### config.mk
export PLATFORM = sky130hd
export DESIGN_NAME = tick_generator
export DESIGN_NICKNAME = d
export VERILOG_FILES = /design/src/rtl/tick_pkg.sv /design/src/rtl/tick_channel.sv /design/src/rtl/tick_generator.sv
export SDC_FILE = /design/constraint.sdc
export NUM_CORES = 1
export LEC_CHECK = 0
export CORE_MARGIN = 3
export CORE_UTILIZATION = 34
export CTS_BUF_LIST = sky130_fd_sc_hd__clkbuf_4 sky130_fd_sc_hd__clkbuf_8
export DETAILED_ROUTE_END_ITERATION = 16
export DONT_BUFFER_PORTS = 1
export GPL_TIMING_DRIVEN = 0
export PLACE_DENSITY = 0.48
export SLEW_MARGIN = 20
export SYNTH_ARGS = -nofsm -noshare
export SYNTH_HDL_FRONTEND = slang
export SYNTH_SLANG_ARGS = --single-unit
### constraint.sdc
create_clock -name clk -period 3.7 [get_ports clk]
set_clock_uncertainty 0.15 [all_clocks]
set_input_delay 0.185 -clock clk [delete_from_list [all_inputs] [get_ports clk]]
set_output_delay 0.185 -clock clk [all_outputs]
set_load 0.01 [all_outputs]
### src/rtl/tick_pkg.sv
// rtl/tick_pkg.sv - shared constants, ratio type and ratio clamp for tick_generator
// Purpose : common definitions for the tick_generator block.
// Contents: WIDTH_DEFAULT  - default ratio/counter width
//           DEFAULT_RATIO  - ratio every channel runs at after reset
//           ratio_t        - ratio/counter word at the default width
//           sat_ratio      - clamps a requested ratio to >= 1 (0 maps to 1)
package tick_pkg;

  localparam int WIDTH_DEFAULT = 16;
  localparam int DEFAULT_RATIO = 100;

  typedef logic [WIDTH_DEFAULT-1:0] ratio_t;

  // Operates on a 32-bit word so that channels of any width up to 32 bits can
  // share it; callers zero-extend in and truncate back out.
  function automatic logic [31:0] sat_ratio(input logic [31:0] r);
    return (r == 32'd0) ? 32'd1 : r;
  endfunction

endpackage

### src/rtl/tick_channel.sv
// rtl/tick_channel.sv - one divider channel: counter, active/shadow ratio, tick and slow clock
// Purpose : divides clk by a runtime ratio, producing a one-cycle tick and a
//           ~50% duty level. New ratios land in a shadow register and only
//           take effect at a wrap or a sync, so a period is never cut short.
// Ports   : clk_i, rst_ni    - clock, asynchronous active-low reset
//           enable_i         - run; low freezes count and active ratio
//           sync_i           - restart at count 0 (wins over wrap/increment)
//           load_i, ratio_i  - capture max(ratio_i,1) into the shadow
//           tick_o           - high in the last cycle of each period
//           slow_clock_o     - high for the first ceil(R/2) cycles of a period
module tick_channel
  import tick_pkg::*;
#(
  parameter int WIDTH       = WIDTH_DEFAULT,
  parameter int RESET_RATIO = DEFAULT_RATIO
) (
  input  logic             clk_i,
  input  logic             rst_ni,
  input  logic             enable_i,
  input  logic             sync_i,
  input  logic             load_i,
  input  logic [WIDTH-1:0] ratio_i,
  output logic             tick_o,
  output logic             slow_clock_o
);

  localparam logic [WIDTH-1:0] ONE      = WIDTH'(1);
  localparam logic [WIDTH-1:0] RST_RATE = WIDTH'(RESET_RATIO);

  logic [WIDTH-1:0] count_q, count_d;
  logic [WIDTH-1:0] active_q, active_d;
  logic [WIDTH-1:0] shadow_q, shadow_d;
  logic [WIDTH-1:0] load_val;
  logic [WIDTH-1:0] next_ratio;
  logic             at_last;

  assign load_val = WIDTH'(sat_ratio(32'(ratio_i)));

  // A load in the same cycle as a wrap/sync bypasses the shadow so the new
  // value governs the very next period.
  assign next_ratio = load_i ? load_val : shadow_q;

  // active is always >= 1, so active-1 never underflows and count never
  // passes it.
  assign at_last = (count_q == (active_q - ONE));

  always_comb begin
    count_d  = count_q;
    active_d = active_q;
    shadow_d = load_i ? load_val : shadow_q;
    if (sync_i) begin
      count_d  = '0;
      active_d = next_ratio;
    end else if (enable_i) begin
      if (at_last) begin
        count_d  = '0;
        active_d = next_ratio;
      end else begin
        count_d = count_q + ONE;
      end
    end
  end

  always_ff @(posedge clk_i or negedge rst_ni) begin
    if (!rst_ni) begin
      count_q  <= '0;
      active_q <= RST_RATE;
      shadow_q <= RST_RATE;
    end else begin
      count_q  <= count_d;
      active_q <= active_d;
      shadow_q <= shadow_d;
    end
  end

  assign tick_o = enable_i & ~sync_i & at_last;

  // High threshold is active - floor(active/2) = ceil(active/2): odd ratios
  // spend the extra cycle high, and a ratio of 1 stays high permanently.
  assign slow_clock_o = (count_q < (active_q - (active_q >> 1)));

endmodule

### src/rtl/tick_generator.sv
// rtl/tick_generator.sv - multi-channel programmable clock-enable generator (top)
// Purpose : CHANNELS independent dividers in the clk domain sharing enable,
//           sync and ratio_in; each has its own load strobe.
// Ports   : clk, n_reset      - clock, asynchronous active-low reset
//           enable            - global run
//           sync              - restart all channels at count 0
//           load[CHANNELS]    - per-channel shadow capture strobe
//           ratio_in[WIDTH]   - shared ratio value (0 treated as 1)
//           tick[CHANNELS]    - one-cycle enable per period
//           slow_clock[CHANNELS] - divided level outputs
// WIDTH may be 1..32.
module tick_generator #(
  parameter int CHANNELS      = 4,
  parameter int WIDTH         = tick_pkg::WIDTH_DEFAULT,
  parameter int DEFAULT_RATIO = tick_pkg::DEFAULT_RATIO
) (
  input  logic                clk,
  input  logic                n_reset,
  input  logic                enable,
  input  logic                sync,
  input  logic [CHANNELS-1:0] load,
  input  logic [WIDTH-1:0]    ratio_in,
  output logic [CHANNELS-1:0] tick,
  output logic [CHANNELS-1:0] slow_clock
);

  for (genvar i = 0; i < CHANNELS; i++) begin : g_ch
    tick_channel #(
      .WIDTH       (WIDTH),
      .RESET_RATIO (DEFAULT_RATIO)
    ) u_ch (
      .clk_i        (clk),
      .rst_ni       (n_reset),
      .enable_i     (enable),
      .sync_i       (sync),
      .load_i       (load[i]),
      .ratio_i      (ratio_in),
      .tick_o       (tick[i]),
      .slow_clock_o (slow_clock[i])
    );
  end

endmodule
==> impl_metrics.prom <==
# TYPE chip_impl_metric gauge
chip_impl_info{name="status",value="finished with violations"} 1
chip_impl_info{name="failed_checks",value="hold timing, setup timing"} 1
chip_impl_metric{name="number_of_nets_with_antenna_violations_after_detailed_routing",unit=""} 0
chip_impl_metric{name="drv_cap",unit=""} 0
chip_impl_metric{name="clkTransAtPathRegs",unit="ns"} 0.12
chip_impl_metric{name="synth.yosys.seq_area_share",unit="%"} 32.8
chip_impl_metric{name="floorplan.initialDensity",unit="%"} 34.8
chip_impl_metric{name="clkLatencyLatePin",unit="ns"} 0.50
chip_impl_metric{name="cts_hold_buf",unit=""} 18
chip_impl_metric{name="die-width",unit="um"} 214
chip_impl_metric{name="synth_area_per_cell",unit="um2"} 9.80
chip_impl_metric{name="drt_pass_1_iters",unit=""} 5
chip_impl_info{name="cts_tree",value="done"} 1
chip_impl_metric{name="place.detailed.hpwl",unit="um"} 28300
chip_impl_metric{name="netlist_instances",unit=""} 1506
chip_impl_metric{name="cts_buffer_depth",unit=""} 2
chip_impl_metric{name="cts.sinks",unit=""} 192
chip_impl_metric{name="cts.htree.levels",unit=""} 4
chip_impl_metric{name="worstPathArrival",unit="ns"} 3.96
chip_impl_info{name="holdCritPathClass",value="primary input to asynchronous set/reset pin"} 1
chip_impl_metric{name="routed_wirelength",unit="um"} 40000
chip_impl_metric{name="placement.setup.worst_slack",unit="ns"} -0.526
chip_impl_metric{name="multi_input_area",unit="um2"} 9830
chip_impl_metric{name="via_count",unit=""} 11016
chip_impl_info{name="setup_repair_after_global_routing_missed_its_margin",value="yes"} 1
chip_impl_metric{name="antenna_violations_before_repair",unit=""} 5
chip_impl_metric{name="detail_route.vias_per_cell",unit=""} 5.04
chip_impl_metric{name="portBuffers",unit=""} 0
chip_impl_metric{name="grt_start_max_net_pins",unit=""} 193
chip_impl_metric{name="finalCoreUtilization",unit="%"} 40.1
chip_impl_metric{name="worst_reg_to_reg_setup_slack",unit="ns"} 0.28
chip_impl_metric{name="power.leakage",unit="nW"} 7.60
chip_impl_info{name="worst-setup-path-type",value="flip-flop to output pin"} 1
chip_impl_metric{name="routedWlPerCell",unit="um"} 18.3
chip_impl_metric{name="cts_made_buffers",unit=""} 17
chip_impl_metric{name="synthesis.area",unit="um2"} 14800
chip_impl_metric{name="grt_pass1_vias",unit=""} 11234
chip_impl_metric{name="ys.warnings.count",unit=""} 0
chip_impl_info{name="cts_root_buf",value="clkbuf_8"} 1
chip_impl_info{name="ys.flop_type",value="dfrtp_1"} 1
chip_impl_metric{name="dieHeight",unit="um"} 214
chip_impl_metric{name="timing.max_slew.rel_slack",unit="%"} 40.9
chip_impl_metric{name="design.final.nets",unit=""} 1809
chip_impl_metric{name="maxClockFrequency",unit="MHz"} 233
chip_impl_metric{name="layout_worst_path_cycle_share",unit="%"} 116
chip_impl_metric{name="pwr_density_cell",unit="nW/um2"} 424
chip_impl_metric{name="min_setup_slack_post_route",unit="ns"} -0.599
chip_impl_metric{name="synth_edf_count",unit=""} 0
chip_impl_metric{name="worst_pin_slew",unit="ns"} 0.887
chip_impl_metric{name="p_total",unit="mW"} 7.22
chip_impl_metric{name="rr_worst_depth",unit=""} 10
chip_impl_metric{name="synthesis_stage_register_bit_count",unit=""} 192
chip_impl_metric{name="placeable_core_area",unit="um2"} 42400
chip_impl_metric{name="grt-ovfl-total",unit=""} 0
chip_impl_metric{name="final-instance-count-excl-fill",unit=""} 2185
chip_impl_metric{name="gp_congestion",unit=""} 0.840
chip_impl_metric{name="place_inst",unit=""} 2083
chip_impl_metric{name="finalCriticalPeriod",unit="ns"} 4.30
chip_impl_metric{name="hold_slack",unit="ns"} -0.773
chip_impl_info{name="nature_of_the_critical_path_endpoint",value="output pin"} 1
chip_impl_metric{name="finalMaxSlewViolations",unit=""} 0
chip_impl_metric{name="path_max_fanout",unit=""} 3
chip_impl_metric{name="final-setup-viol-count",unit=""} 4
chip_impl_metric{name="area_growth",unit="%"} 15.4
chip_impl_metric{name="core.rowCount",unit=""} 75
chip_impl_metric{name="grt_first_pass_wirelength",unit="um"} 64300
chip_impl_metric{name="worstPathRequired",unit="ns"} 3.37
chip_impl_metric{name="die_area",unit="um2"} 45900
chip_impl_metric{name="async_reset_ff_share",unit="%"} 100
chip_impl_metric{name="netlist.area_leader.share",unit="%"} 28.5
chip_impl_metric{name="ios",unit=""} 32
chip_impl_metric{name="gr-usage-all-layers",unit="%"} 17.6
chip_impl_metric{name="report.final.hold_viol_count",unit=""} 192
chip_impl_metric{name="layout.area.seq",unit="um2"} 4850
chip_impl_info{name="synth_largest_area_cell",value="dfrtp_1"} 1
chip_impl_metric{name="yosys.cell_types.count",unit=""} 77
chip_impl_metric{name="syn-num-nets",unit=""} 1722
chip_impl_metric{name="number_of_drc_markers_in_iteration_0",unit=""} 510
chip_impl_info{name="synth_top_cells_by_area",value="dfrtp_1, ha_1, mux2_2"} 1
chip_impl_metric{name="drive_above_1_share",unit="%"} 23.3
chip_impl_metric{name="peak_ir_drop_on_the_vdd_network",unit="mV"} 0.246
chip_impl_info{name="cp-start-kind",value="flip-flop"} 1
chip_impl_metric{name="drt_drc_violations_left",unit=""} 0
chip_impl_info{name="reg2reg_from",value="g_ch[3].u_ch.active_q[6]"} 1
chip_impl_info{name="destination_of_the_worst_register_to_register_timing_path",value="g_ch[3].u_ch.active_q[13]"} 1
chip_impl_metric{name="layout.filler_cells",unit=""} 4252
[critical path: stages, from the launching register on]
cell	delay [ns]
dfrtp_1	0.43
inv_2	0.12
ha_4	0.22
or3_4	0.38
or3_4	0.33
nor3_2	0.13
and4b_1	0.23
or3_1	0.33
xnor2_1	0.15
ha_1	0.31
a21o_1	0.16
a21o_1	0.18
a21oi_2	0.13
o21ai_1	0.09
a21oi_2	0.13
buf_4	0.14
[logic make-up after synthesis]
kind of cell | after synthesis | share of synthesized area, %
multiplexers | 126 | 9.60
flip-flops | 192 | 32.8
adder cells (fa/ha/maj) | 192 | 16.5
AND/OR/NAND/NOR | 427 | 15.3
XOR/XNOR | 199 | 11.8
buffers and inverters | 152 | 4.39
AO/OA/AOI/OAI | 218 | 9.65
[flip-flops by register name (all words and copies together), names as in the netlist]
name,cells
g_ch.u_ch.active_q,64
g_ch.u_ch.count_q,64
g_ch.u_ch.shadow_q,64
[how the worst max path moves through the flow]
| stage | from | to | slack (ns) |
|---|---|---|---|
| final | g_ch[2].u_ch.active_q[9] | slow_clock[2] | -0.60 |
| after CTS | g_ch[2].u_ch.active_q[9] | slow_clock[2] | -0.67 |
| after global routing | g_ch[3].u_ch.active_q[0] | slow_clock[3] | -0.81 |
| after detailed placement | g_ch[0].u_ch.active_q[2] | slow_clock[0] | -0.53 |
| after global placement | g_ch[2].u_ch.active_q[10] | slow_clock[2] | -0.46 |
| after floorplan | g_ch[2].u_ch.active_q[9] | slow_clock[2] | 0.05 |
[cells in the mapped netlist (27+ instances only)]
library cell,n
nand3_1,37
inv_1,115
xor2_1,83
ha_1,188
mux2_2,117
nand4_1,27
nand2_1,59
xnor2_1,116
dfrtp_1,168
o21ai_0,44
a21oi_1,66
nor2_1,133
[routing by layer]
metal,track usage (%),wire (um)
met5,0,12
met1,24.9,20200
met3,3.07,1150
met4,3.50,433
met2,28.5,18300
[repair_timing]
action                                 4_1_cts  5_1_grt
endpoints found under the hold margin      328      192
pin swaps                                   30       40
resized for setup                           74       60
setup buffers                               32       19
setup endpoints to repair                    6       28
[power breakdown]
group / total, mW / internal [mW] / switching (mW)
clock: 1.51 / 0.589 / 0.925
combinational: 3.23 / 1.56 / 1.67
sequential: 2.48 / 2.31 / 0.178
total: 7.22 / 4.45 / 2.77
[cell type report]
class / count / area share [%]
Timing Repair Buffer: 69 / 3.31
Sequential cell: 192 / 28.5
Clock inverter: 14 / 0.977
Antenna cell: 2 / 0.0294
Tap cell: 577 / 4.24
Multi-Input combinational cell: 1162 / 57.7
Inverter: 116 / 2.59
Buffer: 35 / 1.23
Clock buffer: 18 / 1.45
[stage by stage]
| stage | hold WS [ns] | TNS, ns | area, um2 |
|---|---|---|---|
| floorplan | -0.261 | 0 | 14800 |
| global placement | -0.244 | -1.76 | 15500 |
| detailed placement | -0.244 | -1.91 | 15500 |
| CTS | -0.802 | -2.48 | 16600 |
| global route | -0.821 | -3.20 | 17000 |
| finish | -0.773 | -2.20 | 17000 |
[layout by cell type (no fill, tap or decap), drive strengths merged, types with 12 or more instances in the layout]
cell type / instances
a21o: 27
a21oi: 66
and3: 18
buf: 69
clkbuf: 35
dfrtp: 168
dfstp: 24
dlygate4sd3: 18
ha: 188
inv: 122
mux2: 124
nand2: 59
nand2b: 24
nand3: 37
nand4: 28
nor2: 133
nor2b: 12
nor3: 23
nor4: 23
o21ai: 44
or3: 23
xnor2: 116
xor2: 83
Note: power is estimated with default switching activity, not from simulation.
